--- src/rtl/load_store_unit_pkg.sv ---
// Shared types and constants for the load/store unit.
// Holds funct3 encodings, FSM states and the request legality check.
package load_store_unit_pkg;

  localparam logic [2:0] F3_B  = 3'd0;
  localparam logic [2:0] F3_H  = 3'd1;
  localparam logic [2:0] F3_W  = 3'd2;
  localparam logic [2:0] F3_BU = 3'd4;
  localparam logic [2:0] F3_HU = 3'd5;

  typedef enum logic [2:0] {
    S_IDLE,
    S_READ,
    S_RMW_READ,
    S_WRITE,
    S_RESP
  } lsuState_t;

  // Legal funct3 for the direction and naturally aligned for the size.
  function automatic logic reqLegal(
    input logic       write,
    input logic [2:0] f3,
    input logic [1:0] off
  );
    logic legal;
    logic aligned;
    if (write)
      legal = (f3 == F3_B) || (f3 == F3_H) || (f3 == F3_W);
    else
      legal = (f3 == F3_B) || (f3 == F3_H) || (f3 == F3_W) ||
              (f3 == F3_BU) || (f3 == F3_HU);
    case (f3[1:0])
      2'd1:    aligned = !off[0];
      2'd2:    aligned = (off == 2'd0);
      default: aligned = 1'b1;
    endcase
    return legal && aligned;
  endfunction

endpackage

--- src/rtl/lsu_lane_align.sv ---
// Byte-lane extraction/extension for loads and lane merge for
// sub-word stores; purely combinational.
module lsu_lane_align
  import load_store_unit_pkg::*;
(
  input  logic [2:0]  funct3,
  input  logic [1:0]  addr,
  input  logic [31:0] word,
  input  logic [31:0] wdata,
  output logic [31:0] loadData,
  output logic [31:0] storeWord
);

  logic [4:0]  shamt;
  logic [31:0] lane;
  logic [31:0] mask;

  always_comb begin
    shamt = {addr, 3'b000};
    lane  = word >> shamt;
    loadData = lane;
    unique case (1'b1)
      (funct3 == F3_B):  loadData = {{24{lane[7]}}, lane[7:0]};
      (funct3 == F3_H):  loadData = {{16{lane[15]}}, lane[15:0]};
      (funct3 == F3_BU): loadData = {24'd0, lane[7:0]};
      (funct3 == F3_HU): loadData = {16'd0, lane[15:0]};
      default:           loadData = lane;
    endcase
  end

  always_comb begin
    mask = 32'hFFFF_FFFF;
    unique case (1'b1)
      (funct3[1:0] == 2'd0): mask = 32'h0000_00FF << shamt;
      (funct3[1:0] == 2'd1): mask = 32'h0000_FFFF << shamt;
      default:               mask = 32'hFFFF_FFFF;
    endcase
    storeWord = (word & ~mask) | ((wdata << shamt) & mask);
  end

endmodule

--- src/rtl/load_store_unit.sv ---
// Memory-access stage: one load/store in flight against a
// variable-latency word memory, with RMW for sub-word stores.
module load_store_unit
  import load_store_unit_pkg::*;
#(
  parameter int ADDR_W  = 32,
  parameter int TIMEOUT = 255
) (
  input  logic              clock,
  input  logic              reset_n,
  input  logic              req_valid,
  output logic              req_ready,
  input  logic              req_write,
  input  logic [2:0]        req_funct3,
  input  logic [ADDR_W-1:0] req_addr,
  input  logic [31:0]       req_wdata,
  output logic              resp_valid,
  output logic [31:0]       resp_data,
  output logic              resp_err,
  output logic              mem_req,
  output logic              mem_we,
  output logic [ADDR_W-1:0] mem_addr,
  output logic [31:0]       mem_wdata,
  input  logic [31:0]       mem_rdata,
  input  logic              mem_ack
);

  localparam int CNT_W = (TIMEOUT < 2) ? 1 : $clog2(TIMEOUT);

  lsuState_t state, nextState;

  logic [2:0]       f3Q;
  logic [1:0]       offQ;
  logic [31:0]      wdataQ;
  logic [CNT_W-1:0] cnt;
  logic             xfer;
  logic             reqOk;
  logic             memState;
  logic             timedOut;
  logic [31:0]      loadData;
  logic [31:0]      storeWord;

  assign xfer     = req_valid && req_ready;
  assign reqOk    = reqLegal(req_write, req_funct3, req_addr[1:0]);
  assign memState = state inside {S_READ, S_RMW_READ, S_WRITE};
  assign timedOut = (TIMEOUT != 0) && memState && !mem_ack &&
                    (cnt == CNT_W'(TIMEOUT - 1));

  assign req_ready  = (state == S_IDLE);
  assign resp_valid = (state == S_RESP);
  assign mem_req    = memState;
  assign mem_we     = (state == S_WRITE);

  lsu_lane_align uAlign (
    .funct3    (f3Q),
    .addr      (offQ),
    .word      (mem_rdata),
    .wdata     (wdataQ),
    .loadData  (loadData),
    .storeWord (storeWord)
  );

  always_ff @(posedge clock or negedge reset_n) begin
    if (!reset_n) state <= S_IDLE;
    else          state <= nextState;
  end

  always_comb begin
    nextState = state;
    unique case (state)
      S_IDLE: begin
        if (xfer) begin
          if (!reqOk)               nextState = S_RESP;
          else if (!req_write)      nextState = S_READ;
          else if (req_funct3 == F3_W) nextState = S_WRITE;
          else                      nextState = S_RMW_READ;
        end
      end
      S_READ:
        if (mem_ack || timedOut) nextState = S_RESP;
      S_RMW_READ: begin
        if (mem_ack)       nextState = S_WRITE;
        else if (timedOut) nextState = S_RESP;
      end
      S_WRITE:
        if (mem_ack || timedOut) nextState = S_RESP;
      S_RESP:  nextState = S_IDLE;
      default: nextState = S_IDLE;
    endcase
  end

  always_ff @(posedge clock or negedge reset_n) begin
    if (!reset_n) begin
      f3Q       <= '0;
      offQ      <= '0;
      wdataQ    <= '0;
      cnt       <= '0;
      resp_data <= '0;
      resp_err  <= 1'b0;
      mem_addr  <= '0;
      mem_wdata <= '0;
    end else begin
      if (xfer) begin
        f3Q       <= req_funct3;
        offQ      <= req_addr[1:0];
        wdataQ    <= req_wdata;
        mem_addr  <= {req_addr[ADDR_W-1:2], 2'b00};
        resp_data <= '0;
        resp_err  <= !reqOk;
        if (req_write) mem_wdata <= req_wdata;
      end
      if (state == S_READ && mem_ack)
        resp_data <= loadData;
      if (state == S_RMW_READ && mem_ack)
        mem_wdata <= storeWord;
      if (timedOut)
        resp_err <= 1'b1;
      // Counter restarts on every entry into a memory state.
      if (xfer || (state == S_RMW_READ && mem_ack))
        cnt <= '0;
      else if (memState && !mem_ack)
        cnt <= cnt + CNT_W'(1);
    end
  end

endmodule

--- config.mk ---
export PLATFORM = sky130hd
export DESIGN_NAME = load_store_unit
export DESIGN_NICKNAME = d
export VERILOG_FILES = /design/src/rtl/load_store_unit_pkg.sv /design/src/rtl/lsu_lane_align.sv /design/src/rtl/load_store_unit.sv
export SDC_FILE = /design/constraint.sdc
export NUM_CORES = 1
export LEC_CHECK = 0
export CAP_MARGIN = 10
export CORE_MARGIN = 5
export CORE_UTILIZATION = 34
export CTS_BUF_LIST = sky130_fd_sc_hd__clkbuf_4
export DETAILED_ROUTE_END_ITERATION = 6
export DONT_BUFFER_PORTS = 1
export PLACE_DENSITY_LB_ADDON = 0.1
export SLEW_MARGIN = 0
export SYNTH_ARGS = -nofsm -noshare
export SYNTH_HDL_FRONTEND = slang
export SYNTH_SLANG_ARGS = --single-unit
--- constraint.sdc ---
create_clock -name clock -period 2.7 [get_ports clock]
set_input_delay 0.135 -clock clock [delete_from_list [all_inputs] [get_ports clock]]
set_output_delay 0.135 -clock clock [all_outputs]
set_load 0.01 [all_outputs]
==> metrics, run 1 <==
Final setup viols=0; nets=992; Seq cells post-synth=143; CP max FO=8; critical path startpoint category=flip-flop; TNS Setup=0 ns; Die Span X=158 µm; register area share after synthesis=48.0%; Skew-Pair Late Insertion Delay=0.57 ns; total gr overflow=0; Slew @ Worst Pin=1.10 ns; Area Growth Syn to Fin=21.9%; hold_ws=-0.746 ns; most common cell in the netlist=nand2_1; std cell rows=54; largest delay contributor family on the critical path=compound AO/OA/AOI/OAI gates; initial antenna violation count=1; share of layout cells above drive strength 1=8.26%; Core ar.=21700 µm²; # IOs=205; DRT antenna net count=0; number of global-route vias before repair=6757; failing checks=hold timing; max-slew violation count=0; First-pass DRT Iterations=5; global route hottest layer=met2; Critical Path AT=2.94 ns; P_leak=4.18 nW; vias per inst=5.32; Clock Path Buffers=2; Worst VDD drop=376 µV; dpl hpwl=17800 µm; share of flip-flops with an asynchronous set or reset=100%; die area=25000 µm²; skew final=0.0320 ns; Power Density=1130 nW/µm²; status=finished with violations; Final Hold Viols=143; period utilization=91.2%; number of setup buffers added after CTS=0; DRT iter0 DRCs=317; clock tree root buffer cell=clkbuf_4; Setup crit end kind=flip-flop; Remaining DRCs=0; routed wire length=25900 µm; first-pass GRT wire length=39900 µm; FMAX=406 MHz; Die Height=158 µm; Bufs and invs on worst path=1; wire per inst=22.0 µm; crit path cell chain=or2_2 > a21oi_4 > mux2i_1 > a21oi_1 > dlygate4sd3_1; worst endpoint required time=3.18 ns; met1 usage=27.2%; Total Routing Usage GR=20.9%; Reg clk slew, reported paths=0.15 ns; final core utilization=42.0%; port buffer count=0; unrepaired setup endpoints after global routing=false; Resized Gates After CTS=0; met3 Use GR=5.96%; routability cong.=0.827; Initial Util=34.4%; Post-synth EDFFs=0; Synth top cells by count=204 x nand2_1, 143 x dfrtp_1, 73 x mux2i_1; Inserted Clock Buffers=17; pin count of the biggest net entering global routing=144; TritonCTS clock tree=built; Worst path max stage delay=0.57 ns; met2 Resource Use GR=33.8%; Max Cap Violations=0; syn_area_per_cell=9.34 µm²; Gate Count Post-Synth=799; # H-tree levels=4; Setup CP Type=reg -> reg; clock sink total=143; hold crit path type=in -> async; Slew headroom=26.2%; Warnings, synthesis=0; Hold Buf Count CTS=111; Main synth FF type=dfrtp_1; DR vias=6264; Synth area leader=dfrtp_1; fin crit period=2.46 ns; top cell type's share of synthesized area=48.0%; Synth area leaders=dfrtp_1 48%, nand2_1 10%, mux2i_1 9.8%; Netlist Area Pre-Place=7460 µm²; Synth cell types=50; Filler Cell Count=2145; Critical-path top delay cell=dlygate4sd3_1
-- path summary, 6_finish.rpt --
path | endpoint | slack [ns] | depth (start not counted) | from
worst max-delay path | mem_wdata[11] | 0.24 | 5 | f3Q[0]
max in group asynchronous | resp_data[30] | 3.19 | 0 | reset_n
worst min register to register | wdataQ[16] | 0.49 | 2 | wdataQ[16]
worst max register to register | mem_wdata[11] | 0.24 | 5 | f3Q[0]
min in group clock | cnt[4] | 0.05 | 3 | req_valid
worst min-delay path | mem_addr[3] | -0.75 | 0 | reset_n
-- cell type report --
class,count,area (µm²),share of cell area [%]
well taps,280,350,3.85
inverters,9,33.8,0.371
repair buffers,127,1280,14.1
clock inverters,14,156,1.72
multi-input cells,585,3560,39.1
flip-flops and latches,143,3580,39.4
clock buffers,18,135,1.48
diodes,1,2.50,0.0275
-- worst reg2reg max path, cell delays in order, from the launching register on --
cell	delay, ns
dfrtp_1	0.53
or2_2	0.41
a21oi_4	0.46
mux2i_1	0.31
a21oi_1	0.11
dlygate4sd3_1	0.57
-- registers in the layout, indices dropped and copies added, names as in the netlist, 2 cells and up --
register,flops
mem_wdata,32
f3Q,3
offQ,2
resp_data,32
wdataQ,32
state,3
mem_addr,30
cnt,8
-- kinds of logic after synthesis --
family                   share of synthesized area, %
XOR/XNOR                                        0.352
adder cells (fa/ha/maj)                         0.838
other                                          0.0503
multiplexers                                     11.6
buffers and inverters                            4.66
flip-flops                                       48.0
AND/OR/NAND/NOR                                  19.1
AO/OA/AOI/OAI                                    15.4
-- cells in the final DEF (no fill, tap or decap), types with 3 or more instances in the layout --
cell type / n
nand2_1: 203
dfrtp_1: 141
dlygate4sd3_1: 111
mux2i_1: 73
a21oi_1: 61
and3_1: 34
a211oi_1: 32
nor2_1: 22
o21ai_1: 22
nand3_1: 21
o21ai_0: 18
clkbuf_4: 18
a22oi_1: 17
o2bb2ai_1: 16
buf_4: 12
mux2_2: 8
nor3b_1: 8
inv_1: 7
ha_1: 5
inv_6: 5
nor3_1: 4
buf_12: 4
or3_1: 3
nor4b_4: 3
a311oi_1: 3
clkinvlp_4: 3
clkinv_4: 3
-- per-stage QoR --
stage               worst slack [ns]  power [W]  cell area, µm²  hold WS, ns  std cells
floorplan                       1.08    0.00731            7470       -0.161        800
CTS                            0.269     0.0104            9100       -0.809       1176
finish                         0.238     0.0103            9100       -0.746       1177
global route                  0.0869     0.0111            9100       -0.819       1177
detailed placement             0.664    0.00860            7690       -0.152       1033
global placement               0.687    0.00850            7690       -0.153       1033
-- where the power goes --
part | total (W) | internal [W] | switching [W]
clock | 0.00146 | 0.000574 | 0.000885
sequential | 0.00434 | 0.00307 | 0.00127
combinational | 0.00450 | 0.00187 | 0.00263
total | 0.0103 | 0.00551 | 0.00479
-- routing by layer --
layer  part of all wire [%]  wire length (µm)  vias up
met1                     44             11300     3063
li1                       -                 -     2971
met2                     48             12300      190
met4                    2.3               588        0
met3                    6.4              1670       40
met5                      0                 0        -
Power figures use the tool's default switching activity.
==> inputs of run 2 (changes only) <==
--- a/config.mk
+++ b/config.mk
@@ -11,6 +11,7 @@
 export CTS_BUF_LIST = sky130_fd_sc_hd__clkbuf_4
 export DETAILED_ROUTE_END_ITERATION = 6
 export DONT_BUFFER_PORTS = 1
+export HOLD_SLACK_MARGIN = 0.12
 export PLACE_DENSITY_LB_ADDON = 0.1
 export SLEW_MARGIN = 0
 export SYNTH_ARGS = -nofsm -noshare
==> metrics, run 2 (synthesis results as in run 1) <==
CP max FO=16; DP Area=7690 µm²; Setup crit end kind=flip-flop; first-pass GRT wire length=39700 µm; # IOs=205; Worst VDD drop=376 µV; R2R depth=4; worst endpoint required time=3.19 ns; TNS Setup=0 ns; unrepaired setup endpoints after global routing=false; number of setup buffers added after CTS=0; Inserted Clock Buffers=17; pin count of the biggest net entering global routing=144; Area Growth Syn to Fin=22.7%; Reg clk slew, reported paths=0.15 ns; Final setup viols=0; fin crit period=2.55 ns; final core utilization=42.2%; Clock Path Buffers=2; Filler Cell Count=2145; Skew-Pair Late Insertion Delay=0.57 ns; Final Hold Viols=143; dpl hpwl=17800 µm; vias per inst=5.31; period utilization=94.3%; initial antenna violation count=1; routed wire length=25700 µm; pre-CTS setup slack=0.664 ns; P_leak=4.23 nW; Setup WS post-layout=0.154 ns; critical path startpoint category=flip-flop; FMAX=393 MHz; # H-tree levels=4; failing checks=hold timing; Die Height=158 µm; Slew @ Worst Pin=1.11 ns; TritonCTS clock tree=built; Core ar.=21700 µm²; Max Cap Violations=0; hold_ws=-0.740 ns; Power Density=1130 nW/µm²; worst flop-to-flop path startpoint=state[2]; Slew headroom=26.3%; Initial Util=34.4%; Hold Buf Count CTS=116; Remaining DRCs=0; skew final=0.0275 ns; hold crit path type=in -> async; PnR Total Power=0.0103 W; DR vias=6271; most frequent cells in the layout=203 x nand2_1, 141 x dfrtp_1, 115 x dlygate4sd3_1; total gr overflow=0; routability cong.=0.827; wire per inst=21.7 µm; DRT iter0 DRCs=319; status=finished with violations; Setup CP Type=reg -> reg; leading cell type in the layout, fill and taps excluded=nand2_1; nets=997; worst r2r dst=resp_data[27]; First-pass DRT Iterations=4; port buffer count=0; Total Routing Usage GR=20.7%; reg-to-reg slack, setup=0.15 ns; Critical Path AT=3.03 ns; number of global-route vias before repair=6784; clock sink total=143; max-slew violation count=0; Die Span X=158 µm; design area=9160 µm²; std cell rows=54; die area=25000 µm²; clock tree root buffer cell=clkbuf_4; DRT antenna net count=0; share of layout cells above drive strength 1=8.21%; biggest regs=mem_wdata x32, resp_data x32, wdataQ x32
run 2: timing repair:
item                                   CTS  global route
setup endpoints to repair                0            13
endpoints found under the hold margin  286           143
gates resized for setup                  0             2
run 2: worst max path at each step:
stage | slack (ns) | from | endpoint | cells past startpoint
CTS | 0.05 | req_write | mem_wdata[18] | 6
global route | 0.03 | state[0] | mem_wdata[11] | 6
floorplan | 1.08 | state[2] | mem_addr[15] | 8
global placement | 0.69 | state[2] | f3Q[1] | 6
detailed placement | 0.66 | state[2] | f3Q[1] | 6
finish | 0.15 | state[2] | resp_data[27] | 4
run 2: critical path: stages (launching register included):
cell and delay, ns:
dfrtp_1 0.55, nand4bb_1 0.47, or3_1 0.66, o21ai_1 0.21
dlygate4sd3_1 0.58
run 2: routing by layer:
metal  up-vias  share of wire (%)  global-route usage [%]
li1       2982                  -                       -
met1      3062                 42                    26.7
met2       190                 48                    33.9
met3        37                6.9                    5.80
met4         0                2.2                    6.38
met5         -                  0                       0
run 2: metrics by stage:
| step | cells | hold WS, ns |
|---|---|---|
| after CTS | 1181 | -0.809 |
| final | 1182 | -0.740 |
| after floorplan | 800 | -0.161 |
| after detailed placement | 1033 | -0.152 |
| after global placement | 1033 | -0.153 |
| after global routing | 1182 | -0.825 |
run 2: area by class of cell:
cell class              instances  area (µm²)  share of cell area [%]
flip-flops and latches        143        3580                    39.1
multi-input cells             585        3560                    38.9
repair buffers                132        1330                    14.6
well taps                     280         350                    3.83
clock inverters                14         156                    1.71
clock buffers                  18         135                    1.48
inverters                       9        33.8                   0.369
diodes                          1        2.50                  0.0273
run 2: where the power goes:
group	leakage, nW	internal, W	switching (W)
Clock	0.148	0.000574	0.000876
Sequential	1.82	0.00307	0.00127
Combinational	2.26	0.00190	0.00265
==> inputs of run 3 (changes only) <==
--- a/config.mk
+++ b/config.mk
@@ -13,6 +13,7 @@
 export DONT_BUFFER_PORTS = 1
 export HOLD_SLACK_MARGIN = 0.12
 export PLACE_DENSITY_LB_ADDON = 0.1
+export SETUP_SLACK_MARGIN = 0.5
 export SLEW_MARGIN = 0
 export SYNTH_ARGS = -nofsm -noshare
 export SYNTH_HDL_FRONTEND = slang
==> metrics, run 3 (synthesis results as in run 1) <==
vias per inst=5.32; fin crit period=2.09 ns; initial antenna violation count=2; first-pass GRT wire length=39400 µm; Inserted Clock Buffers=17; Core ar.=21700 µm²; Remaining DRCs=0; Hold Buf Count CTS=104; Setup CP Type=reg -> reg; placed cells=1033; Final setup viols=0; total gr overflow=0; unrepaired setup endpoints after global routing=false; std cell rows=54; Setup crit end kind=flip-flop; die area=25000 µm²; worst r2r dst=state[1]; dpl hpwl=17800 µm; Final Hold Viols=143; multi-input logic area=3560 µm²; Total Routing Usage GR=20.5%; port buffer count=0; DRT antenna net count=0; Switching Fraction=46.9%; number of setup buffers added after CTS=0; final cell count without fillers=1171; Gate power share=43.0%; max-slew violation count=0; leading cell type in the layout, fill and taps excluded=nand2_1; clock sink total=143; Slew @ Worst Pin=0.593 ns; Clock Path Buffers=2; P_leak=4.15 nW; R2R depth=5; sequential share of power=42.7%; Power Density=1130 nW/µm²; failing checks=hold timing; Filler Cell Count=2142; FMAX=479 MHz; Critical Path AT=2.56 ns; net load switching power=0.00478 W; CP max FO=12; DR vias=6235; worst flop-to-flop path startpoint=state[2]; hold_ws=-0.739 ns; TritonCTS clock tree=built; hold crit path type=in -> async; # IOs=205; Max Cap Violations=0; worst endpoint required time=3.17 ns; most frequent cells in the layout=203 x nand2_1, 140 x dfrtp_1, 103 x dlygate4sd3_1; First-pass DRT Iterations=4; Slew headroom=60.3%; biggest regs=mem_wdata x32, resp_data x32, wdataQ x32; Skew-Pair Late Insertion Delay=0.57 ns; DP Area=7690 µm²; Setup WS post-layout=0.611 ns; nets=985; Die Height=158 µm; # H-tree levels=4; critical path startpoint category=flip-flop; clock share of power=14.3%; status=finished with violations; DRT iter0 DRCs=338; final core utilization=41.7%; pre-CTS setup slack=0.664 ns; Worst VDD drop=376 µV; wire per inst=21.8 µm; clock tree root buffer cell=clkbuf_4; pin count of the biggest net entering global routing=144; routed wire length=25600 µm; share of layout cells above drive strength 1=8.55%; number of global-route vias before repair=6689; Die Span X=158 µm; skew final=0.0303 ns; Area Growth Syn to Fin=21.2%; routability cong.=0.827; reg-to-reg slack, setup=0.61 ns; storage element area=3580 µm²; Int Power=0.00542 W; TNS Setup=0 ns; period utilization=77.4%; design area=9050 µm²; Initial Util=34.4%; Reg clk slew, reported paths=0.13 ns
[run 3: metrics by stage]
stage	total power [W]	hold WS (ns)
2_1_floorplan	0.00731	-0.161
3_3_place_gp	0.00850	-0.153
3_5_place_dp	0.00860	-0.152
4_1_cts	0.0103	-0.809
5_1_grt	0.0110	-0.820
6_report	0.0102	-0.739
[run 3: critical path, cell delays in order (launching register included)]
cell           delay, ns
dfrtp_1             0.55
or3_1               0.44
a31oi_1             0.21
a31oi_1             0.11
dlygate4sd3_1       0.56
mux2i_1             0.14
[run 3: worst max-delay path by stage]
stage / start / endpoint / depth (start not counted)
finish: state[2] / state[1] / 5
global placement: state[2] / f3Q[1] / 6
global route: state[0] / state[1] / 5
floorplan: state[2] / mem_addr[15] / 8
CTS: state[1] / state[1] / 6
detailed placement: state[2] / f3Q[1] / 6
[run 3: power groups by stage]
stage               registers, W  logic, W  clock network [W]
global route             0.00449   0.00488            0.00159
floorplan                0.00391   0.00340                  0
detailed placement       0.00440   0.00420                  0
global placement         0.00439   0.00411                  0
CTS                      0.00436   0.00439            0.00151
finish                   0.00435   0.00439            0.00146
[run 3: per-layer routing]
metal	vias to the layer above	global-route usage [%]	part of all wire (%)
met1	3059	26.6	43
met5	-	0	0
met3	35	5.77	5.9
met2	187	33.5	48
li1	2954	-	-
met4	0	6.13	2.2
[run 3: timing repair]
item	CTS	global route
gates resized for setup	0	2
hold endpoints to repair	286	143
setup endpoints to repair	0	4
[run 3: layout make-up]
type	instances	share of cell area (%)
flip-flops and latches	143	39.6
repair buffers	120	13.5
clock inverters	14	1.73
diodes	2	0.0553
well taps	280	3.87
clock buffers	18	1.49
inverters	9	0.373
multi-input cells	585	39.3
